[src/rtl/crc8_stream.sv]
// crc8_stream: streaming CRC-8 (poly 0x07, MSB first, no reflection) over
// byte frames. Bytes arrive on a valid/ready input; the per-frame result
// (CRC, zero-remainder check flag, saturating byte count) is held on a
// valid/ready output until the consumer takes it.
module crc8_stream #(
  parameter logic [7:0] INIT   = 8'h00,
  parameter logic [7:0] XOROUT = 8'h00,
  parameter int         LEN_W  = 16
) (
  input  logic             clk,
  input  logic             rst_n,
  input  logic             in_valid_i,
  output logic             in_ready_o,
  input  logic [7:0]       in_data_i,
  input  logic             in_last_i,
  output logic             out_valid_o,
  input  logic             out_ready_i,
  output logic [7:0]       out_crc_o,
  output logic             out_zero_o,
  output logic [LEN_W-1:0] out_len_o
);

  typedef enum logic [1:0] {
    IDLE  = 2'b00,
    ACCUM = 2'b01,
    HOLD  = 2'b10
  } state_e;

  localparam logic [LEN_W-1:0] LEN_MAX = {LEN_W{1'b1}};
  localparam logic [LEN_W-1:0] LEN_ONE = {{(LEN_W-1){1'b0}}, 1'b1};

  // Eight shift/conditional-XOR steps of the 0x07 polynomial.
  function automatic logic [7:0] crc8_step8(input logic [7:0] v);
    logic [7:0] r;
    r = v;
    for (int i = 0; i < 8; i++) begin
      if (r[7]) begin
        r = {r[6:0], 1'b0} ^ 8'h07;
      end else begin
        r = {r[6:0], 1'b0};
      end
    end
    return r;
  endfunction

  state_e           state_q, state_d;
  logic [7:0]       rem_q, rem_d;
  logic [LEN_W-1:0] len_q, len_d;
  logic             in_ready_q, in_ready_d;
  logic             out_valid_q, out_valid_d;
  logic [7:0]       out_crc_q, out_crc_d;
  logic             out_zero_q, out_zero_d;
  logic [LEN_W-1:0] out_len_q, out_len_d;

  logic             xfer_s;
  logic [7:0]       base_rem_s;
  logic [LEN_W-1:0] base_len_s;
  logic [7:0]       upd_rem_s;
  logic [LEN_W-1:0] upd_len_s;

  assign xfer_s = in_valid_i & in_ready_q;

  // Per-byte datapath: a frame starts from INIT/0 in IDLE, else from the running state.
  always_comb begin
    base_rem_s = rem_q;
    base_len_s = len_q;
    if (state_q == IDLE) begin
      base_rem_s = INIT;
      base_len_s = '0;
    end else begin
      base_rem_s = rem_q;
      base_len_s = len_q;
    end
    upd_rem_s = crc8_step8(base_rem_s ^ in_data_i);
    if (base_len_s == LEN_MAX) begin
      upd_len_s = base_len_s;
    end else begin
      upd_len_s = base_len_s + LEN_ONE;
    end
  end

  // Next-state and result-load logic; result registers only change on an in_last transfer.
  always_comb begin
    state_d    = state_q;
    rem_d      = rem_q;
    len_d      = len_q;
    out_crc_d  = out_crc_q;
    out_zero_d = out_zero_q;
    out_len_d  = out_len_q;
    case (state_q)
      IDLE, ACCUM: begin
        if (xfer_s) begin
          rem_d = upd_rem_s;
          len_d = upd_len_s;
          if (in_last_i) begin
            state_d    = HOLD;
            out_crc_d  = upd_rem_s ^ XOROUT;
            out_zero_d = (upd_rem_s == 8'h00);
            out_len_d  = upd_len_s;
          end else begin
            state_d = ACCUM;
          end
        end else begin
          state_d = state_q;
        end
      end
      HOLD: begin
        if (out_ready_i) begin
          state_d = IDLE;
        end else begin
          state_d = HOLD;
        end
      end
      default: begin
        state_d = IDLE;
      end
    endcase
    // Handshake flags are registered copies of the next state, so in_ready
    // rises one cycle after the output handshake and after reset release.
    in_ready_d  = (state_d != HOLD);
    out_valid_d = (state_d == HOLD);
  end

  // State, datapath and result registers with asynchronous reset.
  always_ff @(posedge clk or negedge rst_n) begin
    if (!rst_n) begin
      state_q     <= IDLE;
      rem_q       <= INIT;
      len_q       <= '0;
      in_ready_q  <= 1'b0;
      out_valid_q <= 1'b0;
      out_crc_q   <= 8'h00;
      out_zero_q  <= 1'b0;
      out_len_q   <= '0;
    end else begin
      state_q     <= state_d;
      rem_q       <= rem_d;
      len_q       <= len_d;
      in_ready_q  <= in_ready_d;
      out_valid_q <= out_valid_d;
      out_crc_q   <= out_crc_d;
      out_zero_q  <= out_zero_d;
      out_len_q   <= out_len_d;
    end
  end

  assign in_ready_o  = in_ready_q;
  assign out_valid_o = out_valid_q;
  assign out_crc_o   = out_crc_q;
  assign out_zero_o  = out_zero_q;
  assign out_len_o   = out_len_q;

endmodule
[config.mk]
export PLATFORM = sky130hd
export DESIGN_NAME = crc8_stream
export DESIGN_NICKNAME = d
export VERILOG_FILES = /design/src/rtl/crc8_stream.sv
export SDC_FILE = /design/constraint.sdc
export NUM_CORES = 1
export LEC_CHECK = 0
export ABC_AREA = 1
export BUFFER_PORTS_ARGS = -buffer_cell sky130_fd_sc_hd__buf_2
export CORE_MARGIN = 2
export CORE_UTILIZATION = 62
export CTS_CLUSTER_DIAMETER = 200
export DETAILED_ROUTE_END_ITERATION = 6
export GPL_TIMING_DRIVEN = 0
export PLACE_DENSITY_LB_ADDON = 0.2
export REMOVE_ABC_BUFFERS = 1
export SKIP_LAST_GASP = 1
export SLEW_MARGIN = 20
export SYNTH_ARGS = -nofsm -noshare
export SYNTH_HDL_FRONTEND = slang
export SYNTH_SLANG_ARGS = --single-unit
[constraint.sdc]
create_clock -name clk -period 3.3 [get_ports clk]
set_clock_uncertainty 0.2 [all_clocks]
set_input_delay 0.33 -clock clk [delete_from_list [all_inputs] [get_ports clk]]
set_output_delay 0.33 -clock clk [all_outputs]
set_load 0.05 [all_outputs]
Word level (Yosys, flattened, before mapping)
Cells that the tools add are included.
{ "op_classes": {"add_sub_neg": 1, "n_reduce_logical": 5, "n_eq_ne": 5, "bitwise": 10, "muxes": 15} }
{ "ops": {"columns": ["op", "n"], "rows": [
  ["16-bit two-way mux", 2],
  ["3-bit two-way mux", 8],
  ["3-bit inverter", 8],
  ["16-bit by 1-bit adder with 16-bit output, second input constant", 1],
  ["16-bit == test, second input constant", 1],
  ["8-bit logical NOT", 1],
  ["8-bit two-way mux", 1],
  ["8-bit XOR", 1],
  ["2-bit two-way mux", 3],
  ["2-bit == test, second input constant", 2],
  ["2-bit case mux with 2 select lines", 1],
  ["3-bit AND reduction", 1],
  ["2-bit by 1-bit == test with 1-bit output, second input constant", 1],
  ["2-bit logical NOT", 1],
  ["2-bit != test, second input constant", 1],
  ["2-bit AND reduction", 1],
  ["2-bit OR reduction", 1],
  ["1-bit AND", 1]
]} }
{ "totals": {"reg_bits": 53, "in_bits": 13, "wordCells": 44} }

Depth between registers and ports, before layout
{ "depth": {"word_depth": 20, "depth_mapped": 14, "ltp_nobuf": 13} }

Least setup slack after synthesis
Ideal clock, no wire load.
{ "synth_path": {"path_type": "register to register", "start": "register state_q[0]", "end": "register len_q[7]", "slack_ps": 1110, "t_required_ps": 2968, "setup_time_ps": 132, "path_buffers": 2, "t_arrival_ps": 1858, "path_stages_with_launch": 12, "period_less_slack_ps": 2190, "path_cell_list": "dfrtp_1 -> nor2_4 -> buf_2 -> nor2_2 -> ha_1 -> nand4_4 -> nor2_2 -> nand2_2 -> buf_6 -> nand3_2 -> nand2_1 -> o21ai_0"} }
{ "synth_between": {"elab_chain_cells": 4, "word_cells_on_any_way": 8, "classes_between": "add/sub: 1; eq/ne: 2; mux: 2; reduce/logical: 3"} }
{ "synth_rtl": {"columns": ["item", "line_no", "text"], "rows": [
  ["start: declaration", "46", "state_e state_q, state_d;"],
  ["start signal: assignment", "136", "state_q <= state_d;"],
  ["2-bit logical NOT", "67, 90", null],
  ["16-bit two-way mux", "67", "if (state_q == IDLE) begin"],
  ["16-bit by 1-bit adder with 16-bit output or 16-bit == test (tied branches)", "78, 75", null],
  ["16-bit two-way mux", "75", "if (base_len_s == LEN_MAX) begin"],
  ["end signal: assignment", "138", "len_q <= len_d;"],
  ["end: declaration", "48", "logic [LEN_W-1:0] len_q, len_d;"]
]} }
Several ways; a longest one is shown, not always the timed one.
A chain may end at the register's enable or synchronous reset.

Worst setup path after layout
{ "layout_path": {"start": "register state_q[1]", "end": "register in_ready_q (netlist: in_ready_o)"} }
{ "layout_between": {"elab_chain_cells": 4, "word_cells_on_any_way": 7, "classes_between": "eq/ne: 3; mux: 2; reduce/logical: 2"} }
{ "layout_rtl": {"columns": ["item", "line_no", "text"], "rows": [
  ["2-bit by 1-bit == test with 1-bit output or 2-bit logical NOT (tied branches)", "90", "case (state_q)"],
  ["2-bit OR reduction", "90", null],
  ["2-bit case mux with 2 select lines (*)", "90", null],
  ["via state_d[1]", "46", null],
  ["2-bit != test (*)", "120", "in_ready_d = (state_d != HOLD);"],
  ["via in_ready_d", "49", "logic in_ready_q, in_ready_d;"],
  ["end signal: assignment", "139", "in_ready_q <= in_ready_d;"],
  ["end: declaration", "49", null]
]} }
Mark *: on every way through the listed nets, which the timed path passes. The rest lies on a longest branch.

==> reports/summary.txt <==
Status -> completed
Slew Viols, Final -> 0
Mapped cell area -> 3120 µm²
Initial Util -> 65.3%
Yosys warns -> 0
Post-route cell area -> 3450 µm²
CP Max Fanout -> 34
TritonRoute pass-1 iters -> 5
Achievable Freq -> 333 MHz
Power Dens Cells -> 616 nW/µm²
Final #Nets -> 492
Worst skew pair latency -> 0.31 ns
Vias per cell -> 5.30
Critical Path Source Type -> register
RD Place Congestion -> 0.857
Synth unique cells -> 29
Worst Path Arrival -> 2.99 ns
Clock Pin Slew Worst Setup and Hold Paths -> 0.08 ns
CTS max path bufs -> 2
WL per Instance -> 12.5 µm
Max_cap viols -> 0
Worst Tran Pin Value -> 0.737 ns
Syn Area/Cell -> 7.05 µm²
Placed cells -> 537
IO buf count -> 39
I/O pin count -> 40
Die ar. -> 5620 µm²
Critical path type -> reg -> reg
Max rail drop VDD -> 0.000409 V
# diodes -> 0
Cts bufs inserted -> 5
Total gr overflow -> 0
Period utilization -> 90.9%
Final WL -> 6830 µm
Clock tree sinks -> 53
CP endpoint kind -> register
Final Hold Vio Count -> 0
Finished Layout Cells -> 545
Initial antenna violation count -> 0
Filler cells -> 390
Synth-to-Final Area Change -> 10.4%
Total leakage power -> 1.90 nW
Fraction of layout cells with a size suffix above 1 -> 16.5%
Register area share after synthesis -> 42.5%
Row Count -> 25
CTS tree -> yes
Starting DRT DRC Count -> 207
Hold Path Class -> in -> reg
Number of global-route vias before repair -> 2652
Max_slew headroom -> 50.8%
Residual antenna-violating net count after detailed routing -> 0
DP HPWL -> 4640 µm
H-Tree Depth -> 2
First-pass GRT wire length -> 11300 µm
DP Area -> 3340 µm²
RSZ-0062 raised after global routing -> no
Die Wd -> 75.0 µm
Core ar. -> 4790 µm²
Hold WS -> 0.0101 ns
Largest net degree at the start of global routing -> 54
Final setup viols -> 0
Die height -> 75.0 µm
CP Data Required Time -> 3.29 ns
Fin crit period -> 3.00 ns
Yosys reg bits -> 53
Clock root cell -> clkbuf_8
# DRC -> 0
Final core utilization -> 72.1%
Total number of vias -> 2891
Post-Synthesis Cells -> 443
Post-CTS setup buffers -> 0
Overall Global Routing Usage -> 26.4%
==> final cells by class <==
class                           count  area [µm²]  area share [%]
Multi-Input combinational cell    336        1580            45.9
Inverter                           42         158            4.57
Timing Repair Buffer               40         208            6.02
Tap cell                           67        83.8            2.43
Clock buffer                        6        82.6            2.39
Clock inverter                      1        7.51           0.218
Sequential cell                    53        1330            38.5
==> sequential cells by signal (all words and copies together), names as in the netlist <==
register,count
out_zero_o,1
out_valid_o,1
len_q,16
state_q,2
out_len_o,16
in_ready_o,1
rem_q,8
out_crc_o,8
==> kinds of logic after synthesis <==
family          synth area share (%)
compound gates                  5.29
xor+xnor                       0.841
fa+ha+maj                      0.401
buf+inv                         7.25
flops                           42.5
simple gates                    43.8
==> synth_stat cells, drive strengths merged <==
| master | instances | area, µm² |
|---|---|---|
| nor3 | 4 | 36.3 |
| or2 | 2 | 12.5 |
| a31oi | 2 | 12.5 |
| xor2 | 3 | 26.3 |
| inv | 42 | 158 |
| dfrtp | 53 | 1330 |
| o211ai | 1 | 7.51 |
| nor2 | 35 | 166 |
| nand3b | 4 | 30.0 |
| clkbuf | 5 | 18.8 |
| nand4 | 9 | 71.3 |
| buf | 7 | 50.1 |
| ha | 1 | 12.5 |
| nand3 | 38 | 245 |
| o21ai | 26 | 130 |
| o31ai | 2 | 15.0 |
| nand2 | 209 | 805 |
==> layout by cell type (no fill, tap or decap), drive strengths merged <==
cell	n
nor2	35
o211ai	1
dlygate4sd3	1
ha	1
a31oi	2
inv	42
nand2	209
nand3	38
clkbuf	6
dfrtp	53
nand4	9
o21ai	26
clkinvlp	1
nor3	4
o31ai	2
or2	2
buf	39
xor2	3
nand3b	4
==> critical path, cell delays in order, from the launching register on <==
cell,delay (ns)
dfrtp_1,0.47
nor2_4,0.62
inv_2,0.33
nor2_4,0.58
inv_2,0.41
o31ai_1,0.19
inv_1,0.07
==> power breakdown <==
| part | internal (mW) | switching, mW |
|---|---|---|
| logic | 0.223 | 0.663 |
| clock network | 0.166 | 0.210 |
| registers | 0.778 | 0.0850 |
| total | 1.17 | 0.957 |
==> worst paths after layout <==
path	start	endpoint	slack [ns]	cells past startpoint
worst max-delay path	state_q[1]$_DFF_PN0_	in_ready_o$_DFF_PN0_	0.30	6
worst min-delay path	out_ready_i	out_valid_o$_DFF_PN0_	0.01	2
worst max register to register	state_q[1]$_DFF_PN0_	in_ready_o$_DFF_PN0_	0.30	6
worst min register to register	out_len_o[14]$_DFFE_PN0P_	out_len_o[14]$_DFFE_PN0P_	0.28	2
max in group asynchronous	rst_n	len_q[5]$_DFFE_PN0P_	2.08	2
min in group asynchronous	rst_n	out_len_o[14]$_DFFE_PN0P_	0.39	2
==> repair_timing <==
item	in CTS	in global routing
hold buffers	1	0
gates resized for setup	1	0
setup endpoints to repair	26	0
endpoints found under the hold margin	53	0
==> metal layers <==
metal,track usage [%],wire [µm],vias up
met4,9.92,62,0
met1,34.7,3200,1333
met3,5.09,386,6
met2,43.3,3180,88
met5,0,0,-
li1,-,-,1464
==> per-stage QoR <==
step | setup slack [ns] | power, mW | setup TNS (ns)
floorplan | -0.221 | 1.54 | -4.47
global placement | -1.26 | 1.73 | -32.82
detailed placement | -0.166 | 1.75 | -2.69
CTS | 0.270 | 2.13 | 0
global route | 0.0468 | 2.27 | 0
finish | 0.300 | 2.13 | 0
(Power assumes the default switching activity.)
